<file path="src/rtl/multicycle_controller.sv">
// rtl/multicycle_controller.sv - multicycle sequencing FSM with flag register (optional MEM_WAIT_EN memory wait)
module multicycle_controller #(
  parameter logic [3:0] FLAG_RST = 4'b0000,
  parameter logic [3:0] PC_IDX   = 4'd15
) (
  input  logic       clk,
  input  logic       rst,
  input  logic [3:0] cond,
  input  logic [1:0] op,
  input  logic [5:0] funct,
  input  logic [3:0] rd,
  input  logic [3:0] alu_flags,
`ifdef MEM_WAIT_EN
  input  logic       mem_ready,
`endif
  output logic       pc_write,
  output logic       adr_src,
  output logic       ir_write,
  output logic       mem_write,
  output logic       reg_write,
  output logic [1:0] result_src,
  output logic       alu_src_a,
  output logic [1:0] alu_src_b,
  output logic [3:0] alu_control,
  output logic [1:0] reg_src,
  output logic [3:0] state_o,
  output logic       instr_done
);

  typedef enum logic [3:0] {
    FETCH  = 4'd0,
    DECODE = 4'd1,
    MEMADR = 4'd2,
    MEMRD  = 4'd3,
    MEMWB  = 4'd4,
    MEMWR  = 4'd5,
    EXECR  = 4'd6,
    EXECI  = 4'd7,
    ALUWB  = 4'd8,
    BRANCH = 4'd9
  } state_t;

  localparam logic [3:0] ALU_ADD = 4'b0000;
  localparam logic [3:0] ALU_SUB = 4'b0001;
  localparam logic [3:0] ALU_AND = 4'b0010;
  localparam logic [3:0] ALU_ORR = 4'b0011;
  localparam logic [3:0] ALU_EOR = 4'b0100;
  localparam logic [3:0] ALU_MOV = 4'b0101;

`ifndef MEM_WAIT_EN
  logic mem_ready;
  assign mem_ready = 1'b1;
`endif

  state_t     state;
  logic [3:0] flags;
  logic       cond_ex;
  logic [3:0] alu_dec;
  logic [3:0] cmd;
  logic       is_cmp;
  logic       wr_en;
  logic       pc_wb;
  logic       flag_we;

  assign cmd     = funct[4:1];
  assign is_cmp  = (cmd == 4'b1010);
  assign wr_en   = cond_ex & (rd != PC_IDX);
  assign pc_wb   = cond_ex & (rd == PC_IDX);
  assign flag_we = ((state == EXECR) || (state == EXECI)) & cond_ex & (funct[0] | is_cmp);

  // Evaluate the condition field against the stored NZCV flags
  always_comb begin
    cond_ex = 1'b1;
    case (cond)
      4'b0000: cond_ex = flags[2];
      4'b0001: cond_ex = ~flags[2];
      4'b0010: cond_ex = flags[1];
      4'b0011: cond_ex = ~flags[1];
      4'b0100: cond_ex = flags[3];
      4'b0101: cond_ex = ~flags[3];
      4'b0110: cond_ex = flags[0];
      4'b0111: cond_ex = ~flags[0];
      4'b1000: cond_ex = flags[1] & ~flags[2];
      4'b1001: cond_ex = ~flags[1] | flags[2];
      4'b1010: cond_ex = (flags[3] == flags[0]);
      4'b1011: cond_ex = (flags[3] != flags[0]);
      4'b1100: cond_ex = ~flags[2] & (flags[3] == flags[0]);
      4'b1101: cond_ex = flags[2] | (flags[3] != flags[0]);
      default: cond_ex = 1'b1;
    endcase
  end

  // Map the data-processing cmd field onto the ALU operation code
  always_comb begin
    alu_dec = ALU_ADD;
    case (cmd)
      4'b0100: alu_dec = ALU_ADD;
      4'b0010: alu_dec = ALU_SUB;
      4'b1010: alu_dec = ALU_SUB;
      4'b0000: alu_dec = ALU_AND;
      4'b1100: alu_dec = ALU_ORR;
      4'b0001: alu_dec = ALU_EOR;
      4'b1101: alu_dec = ALU_MOV;
      default: alu_dec = ALU_ADD;
    endcase
  end

  // State sequencing and flag capture at the end of the execute step
  always_ff @(posedge clk) begin
    if (rst) begin
      state <= FETCH;
      flags <= FLAG_RST;
    end else begin
      case (state)
        FETCH:  if (mem_ready) state <= DECODE;
        DECODE: begin
          case (op)
            2'b00:   state <= funct[5] ? EXECI : EXECR;
            2'b01:   state <= MEMADR;
            2'b10:   state <= BRANCH;
            default: state <= FETCH;
          endcase
        end
        MEMADR: state <= funct[0] ? MEMRD : MEMWR;
        MEMRD:  if (mem_ready) state <= MEMWB;
        MEMWB:  state <= FETCH;
        MEMWR:  if (mem_ready) state <= FETCH;
        EXECR, EXECI: begin
          state <= ALUWB;
          if (flag_we) flags <= alu_flags;
        end
        ALUWB:  state <= FETCH;
        BRANCH: state <= FETCH;
        default: state <= FETCH;
      endcase
    end
  end

  // Per-state datapath controls; everything held at zero while in reset
  always_comb begin
    pc_write    = 1'b0;
    adr_src     = 1'b0;
    ir_write    = 1'b0;
    mem_write   = 1'b0;
    reg_write   = 1'b0;
    result_src  = 2'b00;
    alu_src_a   = 1'b0;
    alu_src_b   = 2'b00;
    alu_control = ALU_ADD;
    reg_src     = 2'b00;
    state_o     = 4'd0;
    instr_done  = 1'b0;
    if (!rst) begin
      state_o = state;
      reg_src = {(op == 2'b01) & ~funct[0], (op == 2'b10)};
      case (state)
        FETCH: begin
          ir_write   = mem_ready;
          pc_write   = mem_ready;
          alu_src_a  = 1'b1;
          alu_src_b  = 2'b10;
          result_src = 2'b10;
        end
        DECODE: begin
          alu_src_a  = 1'b1;
          alu_src_b  = 2'b10;
          instr_done = (op == 2'b11);
        end
        MEMADR: alu_src_b = 2'b01;
        MEMRD:  adr_src = 1'b1;
        MEMWB: begin
          result_src = 2'b01;
          reg_write  = wr_en;
          pc_write   = pc_wb;
          instr_done = 1'b1;
        end
        MEMWR: begin
          adr_src    = 1'b1;
          mem_write  = cond_ex;
          instr_done = mem_ready;
        end
        EXECR: alu_control = alu_dec;
        EXECI: begin
          alu_src_b   = 2'b01;
          alu_control = alu_dec;
        end
        ALUWB: begin
          reg_write  = wr_en & ~is_cmp;
          pc_write   = pc_wb;
          instr_done = 1'b1;
        end
        BRANCH: begin
          alu_src_b  = 2'b01;
          result_src = 2'b10;
          pc_write   = cond_ex;
          instr_done = 1'b1;
        end
        default: ;
      endcase
    end
  end

endmodule

</file>
<file path="config.mk">
export PLATFORM = sky130hd
export DESIGN_NAME = multicycle_controller
export DESIGN_NICKNAME = d
export VERILOG_FILES = /design/src/rtl/multicycle_controller.sv
export SDC_FILE = /design/constraint.sdc
export NUM_CORES = 1
export LEC_CHECK = 0
export CORE_ASPECT_RATIO = 0.9
export CORE_MARGIN = 4
export CORE_UTILIZATION = 42
export CTS_BUF_LIST = sky130_fd_sc_hd__clkbuf_4 sky130_fd_sc_hd__clkbuf_8
export CTS_CLUSTER_DIAMETER = 200
export CTS_CLUSTER_SIZE = 20
export DETAILED_ROUTE_END_ITERATION = 6
export PLACE_DENSITY = 0.78
export SLEW_MARGIN = 20
export SYNTH_ARGS = -nofsm -noshare
export SYNTH_HDL_FRONTEND = slang
export SYNTH_SLANG_ARGS = --single-unit
</file>
<file path="constraint.sdc">
create_clock -name clk -period 2.3 [get_ports clk]
set_input_delay 0.23 -clock clk [delete_from_list [all_inputs] [get_ports clk]]
set_output_delay 0.23 -clock clk [all_outputs]
set_load 0.02 [all_outputs]
</file>
==> results by group <==
Floorplanning
  – Die Footprint: roughly 3000 um^2
  – Die width: 57.0 um
  – # IOs: 43
  – Initial cell density of the core: 45.6%
  – Num rows: 15
  – Placeable Area: 1990 um^2
  – Die Ht: between 50 and 60 um

Route
  – Highest Signal Layer: met4
  – Post-route ant nets: 0
  – WL met1: 1200 um
  – Routed wl met2: approximately 1300 um
  – 1st-pass router iterations: 4
  – DRT iter0 DRCs: 15
  – Wire length per cell: ~14 um
  – WL final: 2670 um
  – Met3 wire len: roughly 160 um
  – DRC: 0
  – Routed vias/inst: 5.51
  – DR vias: 1085

Setup path
  – Buf/Inv on CP: 1
  – Crit path launch type: register
  – Worst flop-to-flop path endpoint: flags[0]
  – Worst setup EP type: primary output
  – Levels on crit path: 6
  – CP Cell Sequence: or4b_4 > a31oi_1 > o21ai_1 > nor4b_4 > a2111oi_2 > buf_4
  – Max incr delay on CP: 480 ps
  – Worst reg2reg path depth: 7
  – Worst path required time: just over 2000 ps
  – Critical path's slowest cell: or4b_4
  – FF-to-FF setup slack: between 200 and 250 ps
  – Critical path arrival: about 2000 ps
  – CP Class: reg -> out
  – CP top delay family: simple AND/OR/NAND/NOR gates
  – CP max FO: 5
  – Crit Reg-Reg Startpoint: flags[3]

Hold path
  – Hold path cells: 2
  – End of the worst hold path: flags[1]
  – Min-delay src: flags[1]
  – Hold Path Class: reg -> reg

STA
  – Clk_skew: 7.37 ps
  – PnR worst setup slack: about 29 ps
  – Hold WS: between 500 and 600 ps
  – Setup_tns: 0 ps
  – Finish-stage setup viols: 0
  – RSZ-0062 raised after global routing: yes
  – Part of the cycle the worst path needs: between 90% and 100%
  – Post-layout min period: 2270 ps
  – Final hold viol count: 0
  – Slew Limit Fails: 0
  – Max Fclk: 0.440 GHz

Synth
  – Synth Area per Inst: 7.82 um^2
  – Synthesized cell area: 907 um^2
  – Leading post-synthesis cells by cell area: dfxtp_1, nand2b_1, mux2i_1
  – Distinct cells, synth: 45
  – Syn. warnings: 0
  – Sequential area share after synthesis: 17.7%
  – FF+latch count, synth: 8
  – Syn_nets: 138
  – Post-synth top area share: roughly 18%
  – Synth Instances: 116
  – Cell taking the most area after synthesis: dfxtp_1

Clocking
  – Clock Tree Buf Depth: 2
  – Worst-Skew Late Latency: 250 ps
  – H-tree Lvls: 1
  – CTS root buffer: clkbuf_4
  – Post-CTS Hold Buffers: 0
  – Clock sinks: 8
  – CTS tree: built
  – CTS Buf Count: 3
  – Clk pin slew, worst setup/hold paths: 50 ps

Placed design
  – DP Area: roughly 1500 um^2
  – I/O Buffers: 41
  – DPL Wire Length: around 2100 um
  – Routability-driven placement congestion ratio: 0.918
  – Inst Count DP: 193
  – Post-place setup slack: -706 ps

Final layout
  – Ant. Diodes: 0
  – Synthesis-to-finish area growth: 67.6%
  – Post-route cell area: 1520 um^2
  – Final #Nets: approximately 200
  – Layout cell share with drive strength beyond 1: between 20% and 30%
  – Fill count: 150
  – Non-Filler Instances: 197

Pwr
  – Maximum VDD drop: ~380 uV
  – Cell Pwr Density: 339 nW/um^2
  – Sw Share: 34.3%
  – P_int: 0.338 mW
  – Leak: 0.649 nW
  – Clock Power Share: 20.8%
  – Logic pwr share: roughly 48%
  – Switching power total: between 0.15 and 0.2 mW
  – Sequential share of power: 31.5%

Job
  – Max-cap check violation count: 0

Global routing
  – Initial antenna violation count: 0
  – Tot GR Track Use: 18.8%
  – Global-route wire length before repair: roughly 4500 um
  – Largest net degree at the start of global routing: 16
  – Aggregate global routing overflow: 0
  – Vias in the first global route: 1033

Outcome
  – Status: complete, no violations
-- worst max path at each step --
stage	startpoint	endpoint	slack, ps
final	flags[3]	reg_write	30
after floorplan	cond[0]	mem_write	150
after detailed placement	cond[2]	reg_write	-710
after CTS	cond[1]	pc_write	7
after global placement	cond[2]	reg_write	-620
after global routing	flags[3]	reg_write	-60
-- layout by cell type (no fill, tap or decap), types with 2 or more instances in the layout --
cell,netlist,layout
or4b_4,1,2
dlygate4sd2_1,0,3
clkbuf_4,0,3
xor2_1,5,3
nand2b_1,10,10
or3_1,3,3
nor2b_1,3,3
xor2_2,0,2
mux2i_1,5,5
inv_1,5,5
or3b_2,2,2
dlymetal6s2s_1,0,5
a21oi_1,6,5
dfxtp_1,8,6
nor4_1,2,2
nor3b_1,2,2
xnor2_1,2,2
nor2_1,10,10
clkdlybuf4s50_1,0,29
buf_4,2,21
nor3_1,2,2
nand2_1,9,9
nand3b_1,4,4
nor4b_1,2,2
a31oi_1,3,3
-- metal layers --
| metal | vias to the layer above | track usage, % |
|---|---|---|
| met2 | 39 | 31.7 |
| met5 | - | 0 |
| met3 | 2 | 2.23 |
| met4 | 0 | 6.95 |
| met1 | 507 | 24.4 |
| li1 | 537 | - |
-- worst register-to-register path, stage by stage, from the launching register on --
cell and delay, ps:
dfxtp_4 360, or4b_4 480, a31oi_1 190, o21ai_1 100, nor4b_4 160, buf_4 160
nor3_4 310, mux2i_1 240
-- final cells by class --
| class | instances | area (um^2) | share of cell area [%] |
|---|---|---|---|
| sequential | 8 | 165 | 10.9 |
| clock buffer | 3 | 22.5 | 1.48 |
| tap | 25 | 31.3 | 2.06 |
| inverter | 5 | 18.8 | 1.23 |
| multi-input combinational | 95 | 724 | 47.7 |
| timing repair buffer | 61 | 558 | 36.7 |
-- logic make-up (layout without fill, tap and decap cells) --
group / after synthesis / count (layout) / share of synthesized area, %
other: 1 / 1 / 0.413
XOR/XNOR: 7 / 7 / 6.76
multiplexers: 5 / 5 / 5.52
AND/OR/NAND/NOR: 61 / 61 / 44.8
buffers and inverters: 13 / 69 / 6.34
flip-flops: 8 / 8 / 17.7
AO/OA/AOI/OAI: 21 / 21 / 18.5
-- sequential cells by signal (all words and copies together), names as in the netlist --
signal  cells
flags       4
state       4
-- power by group through the flow --
stage	Sequential, mW	Clock [mW]	Combinational (mW)
2_1_floorplan	0.153	0	0.138
4_1_cts	0.162	0.112	0.243
3_5_place_dp	0.165	0	0.244
3_3_place_gp	0.165	0	0.241
5_1_grt	0.164	0.120	0.266
6_report	0.162	0.107	0.246
-- synth_stat cells (all sizes together) --
| master | instances |
|---|---|
| nand2b | 10 |
| or3 | 3 |
| mux2i | 5 |
| nor3b | 2 |
| o32a | 1 |
| clkbuf | 3 |
| nor4bb | 1 |
| nor2b | 3 |
| o32ai | 2 |
| a2111oi | 1 |
| xnor2 | 2 |
| nor3 | 3 |
| buf | 5 |
| a311oi | 2 |
| and4b | 1 |
| and4 | 1 |
| or2 | 1 |
| nand4b | 1 |
| and2 | 1 |
| o221a | 1 |
| a21oi | 6 |
| xor2 | 5 |
| nor4b | 3 |
| nor4 | 2 |
| inv | 5 |
| nand2 | 9 |
| nand3 | 1 |
| nand3b | 4 |
| conb | 1 |
| a31oi | 3 |
| nor2 | 10 |
| a311o | 1 |
| a211oi | 1 |
| a21o | 1 |
| or4b | 2 |
| or3b | 2 |
| o21ai | 2 |
| nand4bb | 1 |
| dfxtp | 8 |
-- through the flow --
| stage | power (mW) | util [%] |
|---|---|---|
| 5_1_grt | 0.550 | 76.4 |
| 3_3_place_gp | 0.406 | 73.3 |
| 6_report | 0.515 | 76.4 |
| 4_1_cts | 0.517 | 74.0 |
| 3_5_place_dp | 0.409 | 73.3 |
| 2_1_floorplan | 0.291 | - |
-- timing repair --
item                                   4_1_cts  5_1_grt
setup buffers                                1        0
setup endpoints to repair                    4        6
endpoints found under the hold margin        0        0
pin swaps                                    5       11
gates resized for setup                     20       17
Note: power is estimated with default switching activity, not from simulation.
